--- src/rtl/mux_chsel_guarded.sv ---
// Registered N:1 channel selector with a valid/ack select handshake and a guard
// interval that holds the output steady while the channel switches over.
module mux_chsel_guarded #(
    parameter int P_WIDTH   = 1,
    parameter int P_NCH     = 2,
    parameter int P_SELW    = 4,
    parameter int P_GUARD   = 2,
    parameter int P_RST_SEL = 0
) (
    input  logic                       i_clk,
    input  logic                       i_rst,
    input  logic [P_NCH*P_WIDTH-1:0]   i_data,
    input  logic                       i_sel_valid,
    input  logic [P_SELW-1:0]          i_sel,
    output logic                       o_sel_ack,
    output logic                       o_sel_nack,
    output logic [P_WIDTH-1:0]         o_a,
    output logic [P_SELW-1:0]          o_sel_cur,
    output logic                       o_busy,
    output logic                       o_err_sel
);

    typedef enum logic {
        ST_ACTIVE = 1'b0,
        ST_HOLD   = 1'b1
    } state_t;

    localparam int                NCODE    = 1 << P_SELW;
    // One extra bit so the range check holds even when P_NCH == 2**P_SELW.
    localparam logic [P_SELW:0]   NCH_EXT  = (P_SELW + 1)'(P_NCH);
    localparam logic [P_SELW-1:0] RST_SEL  = P_SELW'(P_RST_SEL);
    localparam logic [3:0]        GUARD_LD = (P_GUARD > 0) ? 4'(P_GUARD - 1) : 4'd0;

    // Unused select codes map to zero so the channel index is always full width.
    logic [P_WIDTH-1:0] ch [NCODE];

    for (genvar k = 0; k < NCODE; k++) begin : g_ch
        if (k < P_NCH) begin : g_used
            assign ch[k] = i_data[k*P_WIDTH +: P_WIDTH];
        end else begin : g_unused
            assign ch[k] = '0;
        end
    end

    state_t              state_q, state_d;
    logic [3:0]          cnt_q, cnt_d;
    logic [P_SELW-1:0]   pend_q, pend_d;
    logic [P_SELW-1:0]   sel_q, sel_d;
    logic [P_WIDTH-1:0]  a_q, a_d;
    logic                ack_q, ack_d;
    logic                nack_q, nack_d;
    logic                err_q, err_d;

    logic req_live;
    logic in_range;
    logic req_ok;
    logic req_bad;

    // A request is not re-evaluated while its ack/nack pulse is showing.
    assign req_live = i_sel_valid && !ack_q && !nack_q;
    assign in_range = ({1'b0, i_sel} < NCH_EXT);
    assign req_ok   = req_live && in_range;
    assign req_bad  = req_live && !in_range;

    always_comb begin
        // NOTE: every signal gets a default before the case so no latch is inferred.
        state_d = state_q;
        cnt_d   = cnt_q;
        pend_d  = pend_q;
        sel_d   = sel_q;
        a_d     = a_q;
        ack_d   = 1'b0;
        nack_d  = 1'b0;
        err_d   = err_q;

        case (state_q)
            ST_ACTIVE: begin
                a_d = ch[sel_q];
                if (req_ok) begin
                    ack_d  = 1'b1;
                    pend_d = i_sel;
                    if (P_GUARD == 0) begin
                        sel_d = i_sel;
                    end else begin
                        cnt_d   = GUARD_LD;
                        state_d = ST_HOLD;
                    end
                end else if (req_bad) begin
                    nack_d = 1'b1;
                    err_d  = 1'b1;
                end
            end
            ST_HOLD: begin
                if (cnt_q == 4'd0) begin
                    sel_d   = pend_q;
                    state_d = ST_ACTIVE;
                end else begin
                    cnt_d = cnt_q - 4'd1;
                end
            end
            default: state_d = ST_ACTIVE;
        endcase
    end

    always_ff @(posedge i_clk) begin
        // NOTE: state registers use non-blocking assignments only.
        if (i_rst) begin
            state_q <= ST_ACTIVE;
            cnt_q   <= 4'd0;
            pend_q  <= RST_SEL;
            sel_q   <= RST_SEL;
            a_q     <= '0;
            ack_q   <= 1'b0;
            nack_q  <= 1'b0;
            err_q   <= 1'b0;
        end else begin
            state_q <= state_d;
            cnt_q   <= cnt_d;
            pend_q  <= pend_d;
            sel_q   <= sel_d;
            a_q     <= a_d;
            ack_q   <= ack_d;
            nack_q  <= nack_d;
            err_q   <= err_d;
        end
    end

    assign o_sel_ack  = ack_q;
    assign o_sel_nack = nack_q;
    assign o_a        = a_q;
    assign o_sel_cur  = sel_q;
    assign o_busy     = (state_q == ST_HOLD);
    assign o_err_sel  = err_q;

    // Structural invariants, kept live in simulation and emulation builds.
    always @(posedge i_clk) begin
        if (!i_rst) begin
            a_sel_range : assert ({1'b0, sel_q} < NCH_EXT);
            a_ack_excl  : assert (!(ack_q && nack_q));
            a_busy_hold : assert (!o_busy || (state_q == ST_HOLD));
        end
    end

endmodule

--- config.mk ---
export PLATFORM = sky130hd
export DESIGN_NAME = mux_chsel_guarded
export DESIGN_NICKNAME = d
export VERILOG_FILES = /design/src/rtl/mux_chsel_guarded.sv
export SDC_FILE = /design/constraint.sdc
export NUM_CORES = 1
export LEC_CHECK = 0
export ABC_CLOCK_PERIOD_IN_PS = 2200
export CAP_MARGIN = 15
export CORE_MARGIN = 2
export CORE_UTILIZATION = 45
export DETAILED_ROUTE_END_ITERATION = 8
export PLACE_DENSITY = 0.74
export SLEW_MARGIN = 20
export SYNTH_ARGS = -nofsm -noshare
export SYNTH_HDL_FRONTEND = slang
export SYNTH_SLANG_ARGS = --single-unit
--- constraint.sdc ---
create_clock -name i_clk -period 2.2 [get_ports i_clk]
set_clock_uncertainty 0.15 [all_clocks]
set_input_delay 0.44 -clock i_clk [delete_from_list [all_inputs] [get_ports i_clk]]
set_output_delay 0.44 -clock i_clk [all_outputs]
set_load 0.05 [all_outputs]
==> flow_metrics.tcl <==
set metrics [dict create \
    reg2reg_slack_ns 0.49 \
    grt_pass1_wl_mm 2.442 \
    routed_wl_mm 1.356 \
    power_density_nw_per_um2 580.3 \
    io-pin-count 18 \
    grt_usage_pct 17.68 \
    clock-sinks 17 \
    cts.reportedPaths.clkPinSlew_ns 0.09 \
    vdd_drop_max_uv 407.4 \
    initial_core_util_pct 48.44 \
    p_leak_nw 0.3588 \
    met1_length_microns 672 \
    hold_start "pend_q[1]" \
    viasPerCell 5.321 \
    grt_max_degree 16 \
    ys_seq_elements 17 \
    htree_levels 1 \
    gp_congestion 0.7011 \
    hold_end "pend_q[1]" \
    fp.coreArea_sq_um 1524 \
    status "complete, no violations" \
    syn_avg_cell_area_sq_um 9.843 \
    fin_nets 107 \
    die_y_microns 44.50 \
    cp.required_ns 1.61 \
    fillers 130 \
    overflow 0 \
    cts_setup_buffers 0 \
    path_cells "clkdlybuf4s50_1" \
    finish.cell_count_without_fillers 112 \
    antennaDiodeCount 0 \
    synth_fp_nets 85 \
    cp_slowest_cell "clkdlybuf4s50_1" \
    min_period_over_period_pct 95.09 \
    reg2reg_to "cnt_q[0]" \
    hold-path-cell-count 1 \
    drive_gt1_share_pct 13.54 \
    syn_area_sq_um 738.2 \
    wl_met3_microns 64 \
    area_delta_synth_final_pct 30.34 \
    crit_path_start_kind "flop" \
    final.setup.tns_ns 0 \
    cp-end-kind "output port" \
    die_w_microns 44.50 \
    dieArea_sq_um 1980 \
    cts_resized 0 \
    rsz0062_at_grt "no" \
    yosys_warnings 0 \
    finalMaxSlewViolations 0 \
    synth_top_area_share_pct 46.10 \
    dp_cells 108 \
    dp_hpwl_mm 1.034 \
    hold_viol 0 \
    dp_slack_ns 0.1848 \
    finalWorstPathRequiredPeriod_ns 2.092 \
    top_layer "met4" \
    seqCellArea_sq_um 340.3 \
    worstReg2RegStart "cnt_q[0]" \
    cp_max_fo 4 \
    setup_viol 0 \
    maxSlewHeadroom_pct 66.75 \
    worst-path-stages 1 \
    antenna_found_initial 0 \
    synth-edff-count 0 \
    clk_latency_ns 0.28 \
    max_freq_ghz 0.4780 \
    critical_path_class "flop to output port" \
    wl_per_cell_microns 12.11 \
    worstMarginPinSlew_ns 0.4972 \
    via_count 596 \
    postCtsHoldBufs 0 \
    power_uw 558.4 \
    post-route-worst-setup-slack_ns 0.1080 \
    yosysTopAreaCell "dfxtp_1" \
    multi_input_area_sq_um 377.9 \
    ctsRootBufferMaster "clkbuf_4" \
    synth_area_leaders "dfxtp_1 (46%), mux2i_1 (6.8%), nor2_1 (5.1%)" \
    r2r_cells 5 \
    ys_async_sr_fraction_pct 0 \
    critPathTopFamily "buffers and inverters" \
    cts_tree "built" \
    cts_buffers 3 \
    yosysSeqAreaShare_pct 46.10 \
    ys.flop_type "dfxtp_1" \
    met2_length_microns 575 \
    drtAntennaViolNets 0 \
    rows 14 \
    drc 0 \
    yosysUniqueCellTypes 31 \
    first_global_vias 569 \
    worst_hold_path_type "flop to flop" \
    clock_path_buffers 2 \
    synthesis.instances 75 \
    drv_cap 0 \
    max_stage_delay_ns 0.82 \
    drt_iter0_drc 10 \
    arrival_ns 1.50 \
    io_buffer_count 17 \
    path_buf_inv 1 \
    dr.pass1.iters 2 \
]
==> how the worst max path moves through the flow <==
stage	startpoint	end	slack [ns]
final	o_sel_ack	o_sel_ack	0.11
after global routing	o_sel_nack	o_sel_nack	0.04
after CTS	o_sel_ack	o_sel_ack	0.09
after detailed placement	i_sel_valid	cnt_q[0]	0.18
after global placement	i_sel[3]	cnt_q[0]	0.23
after floorplan	o_busy	o_sel_cur[0]	0.58
==> per-stage QoR <==
stage                     hold WS [ns]  area (sq um)  utilization [%]
final                           0.3211         962.2            63.14
after global routing            0.3481         962.2            63.14
after CTS                       0.3213         962.2            63.14
after detailed placement        0.2951         935.9            61.41
after global placement          0.2987         935.9            61.41
after floorplan                 0.2795         738.2                -
==> state kept, by name, summed over array words and instances (netlist names) <==
register	flops
o_err_sel	1
o_sel_nack	1
pend_q	4
o_a	1
o_sel_ack	1
o_busy	1
o_sel_cur	4
cnt_q	4
==> layout by cell type (no fill, tap or decap), types with 2 or more instances in the layout <==
cell / n
a21oi_1: 4
mux2i_1: 5
o21ai_0: 3
a22oi_1: 2
and2_1: 3
nor2_1: 10
or3b_1: 2
clkbuf_4: 3
dfxtp_1: 17
clkdlybuf4s50_1: 16
buf_4: 4
nor3_1: 4
nor2b_1: 2
inv_1: 2
==> layout make-up <==
class | count | area share (%)
clock buffers | 4 | 2.731
flip-flops and latches | 17 | 35.37
repair buffers | 20 | 19.77
inverters | 2 | 0.7802
well taps | 16 | 2.081
multi-input cells | 53 | 39.27
==> layer usage <==
layer / vias to the layer above / track usage, %
li1: 309 / -
met1: 268 / 22.61
met2: 15 / 25.22
met3: 4 / 4.898
met4: 0 / 12.73
met5: - / 0
==> Yosys cell counts (2+ instances only) <==
library cell and instances:
nor3_1 4, a21oi_1 4, a22oi_1 2, inv_1 2, dfxtp_1 17, nor2_1 10
and2_1 3, nor2b_1 2, clkbuf_1 2, o21ai_0 3, mux2i_1 5, or3b_1 2
==> logic make-up after synthesis <==
group	synth area share [%]
and+or+nand+nor	27.12
AOI/OAI and AO/OA	11.35
DFF	46.10
xor gates and xnor gates	1.187
adders and majority gates	1.695
buffers and inverters	2.712
muxes	9.831
==> where the power goes <==
part | switching (mW) | total [mW] | internal [mW]
registers | 0.00567 | 0.319 | 0.313
clock network | 0.0900 | 0.161 | 0.0705
logic | 0.0403 | 0.0787 | 0.0384
No activity file was read; power rests on OpenSTA's default activity.
